<file path="src/rtl/trap_handler_ctrl.sv">
// trap_handler_ctrl
//   Exception entry/return controller on the consumer side of the trap-decode
//   interface. SYSCALL/BREAK requests latch EPC, Cause.ExcCode and Status.EXL,
//   then the pipeline is flushed for one cycle and fetch is redirected to
//   HANDLER_VEC for one cycle. ERET follows the same flush/redirect sequence
//   but targets EPC and clears EXL. A CP0 port serves MFC0/MTC0.
//
//   Optional feature macro: TRAP_COUNT_EN adds a 32-bit TrapCount register at
//   CP0 address 9 that counts accepted traps.
//
// Ports:
//   clk            system clock, rising edge
//   rst            synchronous reset, active-high
//   trap_req       decode reports a trap instruction this cycle
//   trap_type[5:0] trap code (8=SYSCALL, 9=BREAK, 0=none)
//   trap_pc[31:0]  PC of the trapping instruction
//   eret           decode reports an ERET instruction
//   cp0_we         MTC0 write strobe
//   cp0_addr[4:0]  CP0 register number (12=Status, 13=Cause, 14=EPC)
//   cp0_wdata      MTC0 data
//   cp0_rdata      MFC0 data, combinational from cp0_addr
//   flush          kill younger in-flight instructions
//   redirect_valid fetch must load redirect_pc
//   redirect_pc    redirect target
//   busy           stall decode
//   exl            Status.EXL

module trap_handler_ctrl #(
   parameter logic [31:0] HANDLER_VEC = 32'h0000_0080,
   parameter logic [31:0] EPC_RST     = 32'h0000_0000
) (
   input  logic        clk,
   input  logic        rst,
   input  logic        trap_req,
   input  logic [5:0]  trap_type,
   input  logic [31:0] trap_pc,
   input  logic        eret,
   input  logic        cp0_we,
   input  logic [4:0]  cp0_addr,
   input  logic [31:0] cp0_wdata,
   output logic [31:0] cp0_rdata,
   output logic        flush,
   output logic        redirect_valid,
   output logic [31:0] redirect_pc,
   output logic        busy,
   output logic        exl
);

   localparam logic [4:0] AddrCount  = 5'd9;
   localparam logic [4:0] AddrStatus = 5'd12;
   localparam logic [4:0] AddrCause  = 5'd13;
   localparam logic [4:0] AddrEpc    = 5'd14;

   typedef enum logic [1:0] {
      StIdle  = 2'd0,
      StFlush = 2'd1,
      StRedir = 2'd2
   } state_e;

   // kind of the sequence in flight: trap entry or ERET return
   typedef enum logic {
      KindTrap = 1'b0,
      KindRet  = 1'b1
   } kind_e;

   state_e      state_q, state_d;
   kind_e       kind_q, kind_d;
   logic [31:0] epc_q, epc_d;
   logic [1:0]  status_q, status_d;  // bit0=IE, bit1=EXL
   logic [4:0]  cause_q, cause_d;    // Cause[6:2]
`ifdef TRAP_COUNT_EN
   logic [31:0] trap_cnt_q, trap_cnt_d;
`endif

   logic trap_accept;

   assign trap_accept = trap_req && (trap_type != 6'd0);

   always_ff @(posedge clk) begin
      if (rst) begin
         state_q    <= StIdle;
         kind_q     <= KindTrap;
         epc_q      <= EPC_RST;
         status_q   <= 2'b00;
         cause_q    <= 5'd0;
`ifdef TRAP_COUNT_EN
         trap_cnt_q <= 32'd0;
`endif
      end else begin
         state_q    <= state_d;
         kind_q     <= kind_d;
         epc_q      <= epc_d;
         status_q   <= status_d;
         cause_q    <= cause_d;
`ifdef TRAP_COUNT_EN
         trap_cnt_q <= trap_cnt_d;
`endif
      end
   end

   always_comb begin
      state_d    = state_q;
      kind_d     = kind_q;
      epc_d      = epc_q;
      status_d   = status_q;
      cause_d    = cause_q;
`ifdef TRAP_COUNT_EN
      trap_cnt_d = trap_cnt_q;
`endif

      // Software writes first; hardware updates below override them.
      if (cp0_we) begin
         case (cp0_addr)
            AddrStatus: status_d = cp0_wdata[1:0];
            AddrEpc:    epc_d    = cp0_wdata;
`ifdef TRAP_COUNT_EN
            AddrCount:  trap_cnt_d = cp0_wdata;
`endif
            default: ;
         endcase
      end

      unique case (state_q)
         StIdle: begin
            if (trap_accept) begin
               // nested trap keeps the original return address
               if (!status_q[1]) epc_d = trap_pc;
               cause_d     = trap_type[4:0];
               status_d[1] = 1'b1;
               kind_d      = KindTrap;
               state_d     = StFlush;
`ifdef TRAP_COUNT_EN
               trap_cnt_d  = trap_cnt_q + 32'd1;
`endif
            end else if (eret) begin
               kind_d  = KindRet;
               state_d = StFlush;
            end
         end
         StFlush: state_d = StRedir;
         StRedir: begin
            if (kind_q == KindRet) status_d[1] = 1'b0;
            state_d = StIdle;
         end
         default: state_d = StIdle;
      endcase
   end

   always_comb begin
      flush          = (state_q == StFlush);
      redirect_valid = (state_q == StRedir);
      busy           = (state_q != StIdle);
      exl            = status_q[1];
      redirect_pc    = 32'd0;
      if (state_q == StRedir) begin
         redirect_pc = (kind_q == KindRet) ? epc_q : HANDLER_VEC;
      end
   end

   always_comb begin
      cp0_rdata = 32'd0;
      case (cp0_addr)
         AddrStatus: cp0_rdata = {30'd0, status_q};
         AddrCause:  cp0_rdata = {25'd0, cause_q, 2'b00};
         AddrEpc:    cp0_rdata = epc_q;
`ifdef TRAP_COUNT_EN
         AddrCount:  cp0_rdata = trap_cnt_q;
`endif
         default:    cp0_rdata = 32'd0;
      endcase
   end

endmodule

</file>
<file path="config.mk">
export PLATFORM = sky130hd
export DESIGN_NAME = trap_handler_ctrl
export DESIGN_NICKNAME = d
export VERILOG_FILES = /design/src/rtl/trap_handler_ctrl.sv
export SDC_FILE = /design/constraint.sdc
export NUM_CORES = 1
export LEC_CHECK = 0
export CORE_AREA = 2 2 89 91
export CTS_CLUSTER_DIAMETER = 100
export DETAILED_ROUTE_END_ITERATION = 6
export DIE_AREA = 0 0 91 93
export GPL_TIMING_DRIVEN = 0
export MAX_ROUTING_LAYER = met4
export PLACE_DENSITY = 0.76
export SLEW_MARGIN = 10
export SYNTH_ARGS = -nofsm -noshare
export SYNTH_HDL_FRONTEND = slang
export SYNTH_SLANG_ARGS = --single-unit
</file>
<file path="constraint.sdc">
create_clock -name clk -period 1.6 [get_ports clk]
set_input_delay 0.16 -clock clk [delete_from_list [all_inputs] [get_ports clk]]
set_output_delay 0.16 -clock clk [all_outputs]
set_load 0.005 [all_outputs]
</file>
-- Word level (Yosys, flattened, before mapping)
Cells that the tools add are included.
- equal/unequal tests: 6
- muxes and demuxes: 18
- reduce and logical (&&, ||, !) cells: 8
- operators by type and width (kind ; count):
    32-bit 2-to-1 mux ; 7
    32-bit case mux with 3 select lines ; 1
    5-bit by 4-bit equality test with 1-bit output, second input constant ; 3
    2-bit 2-to-1 mux ; 4
    2-bit AND reduction ; 3
    6-bit nonzero test ; 1
    1-bit 2-to-1 mux ; 4
    2-bit case mux with 2 select lines ; 1
    2-bit nonzero test ; 2
    3-bit != test, second input constant ; 1
    2-bit by 1-bit equality test with 1-bit output, second input constant ; 1
    2-bit equality test, second input constant ; 1
    2-bit zero test ; 1
    1-bit case mux with 2 select lines ; 1
    1-bit logical AND ; 1
- flip-flop bits (word level): 42
- output and inout bits: 68

-- Logic depth before layout (Yosys ltp)
- word-level depth: 6
- mapped depth: 6

-- Least setup slack after synthesis
Ideal clock, no wire load.
- kind: flip-flop to flip-flop
- start point: register state_q[1]
- end point: register epc_q[10]
- arrival time: 1457 ps
- data required time: 1453 ps
- setup slack: -4 ps
- cell stages (with the launch flop): 7
- buffers on the path: 2
- cells stage by stage: dfxtp_1 -> or4b_1 -> a21o_1 -> buf_6 -> buf_2 -> nor2_1 -> a311oi_2
- longest elaborated chain between the ends: 2
- ends and longest elaborated chain (item ; RTL line ; RTL):
    start, declared ; 66 ; state_e state_q, state_d;
    start signal, assigned ; 81 ; state_q <= StIdle;
    start signal, assigned ; 90 ; state_q <= state_d;
    2-bit zero test ; 123 ; unique case (state_q)
    32-bit 2-to-1 mux ; 123 ;
    end signal, assigned ; 92 ; epc_q <= epc_d;
    end, declared ; 68 ; logic [31:0] epc_q, epc_d;
Every way passes these cells.
A chain may end at the register's enable or synchronous reset.

-- Final worst setup path
- start point: register state_q[1]
- end point: register epc_q[4]
Same word-level chain as after synthesis.

==> metrics <==
clk_lat worst skew=290 ps; H-Tree Depth=2; Final nets=567; overall power=2.851 mW; Synth top area share=0.3286; HP Class=in -> reg; global-route wire length before repair=16.44 mm; maximum VDD drop=0.2894 mV; CP startpoint=state_q[1]$_SDFFE_PP0P_; CP startpoint kind=flop; Via density=5.131; status=complete, but fails checks; std cell rows=32; synthesized cell area=0.002559 mm^2; WHS=266.9 ps; CP endpoint=epc_q[4]$_SDFF_PP0_; post-synthesis sequential area ratio=0.3286; Distinct cells, synth=26; WP data required=1750 ps; vias in the first global route=3046; RSZ-0062 raised after global routing=yes; PwrDens=594.4 mW/mm^2; Crit path arrival time=1940 ps; Final Setup Violations=49; main combinational cell family by area after synthesis=simple AND/OR/NAND/NOR gates; post-synthesis net count=389; Pins Over Slew Limit=0; DRC viols=0; WL per Instance=17.82 um; Util after Layout=0.6371; Die Y=93 um; share of cells above drive strength 1=0.4259; GP Congestion=0.7890; ys flop type=dfxtp_1; final antenna-violating net count=0; final WL=10.48 mm; setup TNS=-5425 ps; clock network power share=0.245; Hold Vio Cnt, Final=0; Crit. End Element=flop; Lkg Pwr=2.061 nW; Initial DRT Pass Iterations=4; syn avg cell area=8.281 um^2; worst r2r dst=epc_q[4]$_SDFF_PP0_; I/O pin count=148; Cells after Synth=309; compound-gate portion of the synthesized area=0.2284; failing checks=negative setup slack; CP Max Fanout=9; minimum clock period=1793 ps; Synth Area in Simple Gates=0.3394; max frequency=557.6 MHz; drt first-iter violations=125; P_int=1.995 mW; Slew HR=0.4857; Yosys warning count=0; R2R setup slack=-190 ps; final worst setup slack=-193.3 ps; CTS Sinks=42; worst-case clock buffer depth=2; CTS tree=done; crit path kind=reg -> reg; Final period util=1.121; dpl ws=-1067 ps; largest area contributor in the synthesized netlist=dfxtp_1; DR vias=3017; max-cap viol count=0; reg2reg start=state_q[1]$_SDFFE_PP0P_; asr flop ratio synth=0; number of synthesized flops with an enable pin=0; switching pwr=0.8553 mW; worst clock skew=1.655 ps; DP HPWL=7.068 mm; Comb pwr share=0.321; Synth area leaders=dfxtp_1 33%, a311oi_2 19%, and3_1 14%, nand2_1 9.5%, nor2_1 6.6%; mux cell area share after synthesis=0.03521; post-synthesis adder-cell area fraction=0; n_diodes=0; Switching Fraction=0.3000; Slew @ Worst Pin=771.4 ps; Die Area=0.008463 mm^2; initial antenna violation count=0; area grow syn2layout=87.43%; Root Driver=clkbuf_8; overall routing resource usage=0.2508; Initial Utilization=0.3399; Flop pwr share=0.434; port buffer count=146; largest net degree at the start of global routing=12; Clock transition at path regs=80 ps; chip width=91 um; core area=0.007527 mm^2; overflow left after global routing=0; cts bufs inserted=5; Seq cells post-synth=42; r2r worst-path depth=7; Synth Area in XOR/XNOR=0
-- power by group through the flow --
stage / logic, mW / registers (mW) / clock network [mW]
detailed placement: 0.702 / 1.25 / 0
CTS: 0.859 / 1.23 / 0.705
finish: 0.915 / 1.24 / 0.699
floorplan: 0.375 / 1.22 / 0
global route: 0.977 / 1.25 / 0.739
global placement: 0.691 / 1.25 / 0
-- cell type report --
class                      count  area [um^2]
buffer                        31        309.0
clock buffer                   6        82.58
fill                         685         2731
inverter                       4        15.01
multi-input combinational    232         1819
sequential                    42        848.3
tap                          102        127.6
timing repair buffer         171         1594
-- registers in the layout (all words and copies together), names as in the netlist --
name      cells
cause_q       5
kind_q        1
state_q       2
status_q      2
epc_q        32
-- metrics by stage --
stage | cell area (um^2) | cells
5_1_grt | 4796 | 588
3_5_place_dp | 4148 | 557
2_1_floorplan | 2559 | 309
3_3_place_gp | 4148 | 557
4_1_cts | 4638 | 588
6_report | 4796 | 588
-- kinds of logic (layout without fill, tap and decap cells) --
kind of cell,Yosys count,after routing
flip-flops,42,42
AO/OA/AOI/OAI,43,43
multiplexers,9,9
buffers and inverters,35,212
AND/OR/NAND/NOR,180,180
-- worst max-delay path, stage by stage, from the launching register on --
cell      delay, ps
dfxtp_4         350
buf_6           110
or4b_4          500
a21o_1          190
buf_12          160
buf_4           150
nor2_1          120
a311oi_2         70
-- layer usage --
| layer | track usage | vias to the layer above | wire length [um] |
|---|---|---|---|
| li1 | - | 1454 | - |
| met1 | 0.3189 | 1450 | 4700 |
| met2 | 0.4228 | 107 | 5128 |
| met3 | 0.03787 | 6 | 563 |
| met4 | 0.06061 | 0 | 87 |
| met5 | - | - | 0 |
-- worst min-delay path by stage --
stage                             startpoint                        to  slack, ps  depth (start not counted)
global placement    status_q[0]$_SDFFE_PP0P_  status_q[0]$_SDFFE_PP0P_        480                          2
floorplan                               eret   state_q[0]$_SDFFE_PP0P_        300                          2
global route                             rst   state_q[1]$_SDFFE_PP0P_        290                          2
CTS                                      rst   state_q[1]$_SDFFE_PP0P_        250                          2
detailed placement   cause_q[3]$_SDFFE_PP0P_   cause_q[3]$_SDFFE_PP0P_        480                          2
finish                                   rst   state_q[1]$_SDFFE_PP0P_        270                          2
-- placed cells by master, fill, tap and decap left out, types with 2 or more instances in the layout --
cell,netlist,final
and3_4,0,25
clkbuf_2,0,18
and2_1,4,3
a21oi_1,2,2
clkbuf_16,0,2
clkdlybuf4s15_1,0,4
buf_8,0,10
clkbuf_4,0,4
a22o_1,5,5
buf_2,5,23
mux2i_1,9,9
nor2_4,0,10
nand2_1,65,65
clkbuf_1,20,6
buf_4,0,10
inv_1,4,4
dfxtp_1,42,40
nor2_1,45,15
dfxtp_4,0,2
clkbuf_8,0,9
nor2b_1,3,2
buf_12,0,3
a311oi_2,32,32
dlygate4sd2_1,0,10
buf_6,5,31
clkdlybuf4s50_1,0,76
and3_1,56,31
nor2_2,0,20
-- timing repair --
| item | in CTS | in global routing |
|---|---|---|
| hold buffers | 0 | 0 |
| pin swaps | 10 | 4 |
| buffers inserted | 19 | 3 |
| gates cloned | 6 | 1 |
| setup endpoints to repair | 100 | 96 |
| resized for setup | 316 | 74 |
-- synth_stat cells, types with 3 or more instances --
library cell	instances
nand2_1	65
and3_1	56
nor2_1	45
dfxtp_1	42
a311oi_2	32
clkbuf_1	20
mux2i_1	9
a22o_1	5
buf_2	5
buf_6	5
and2_1	4
inv_1	4
nor2b_1	3
(Power assumes the default switching activity.)
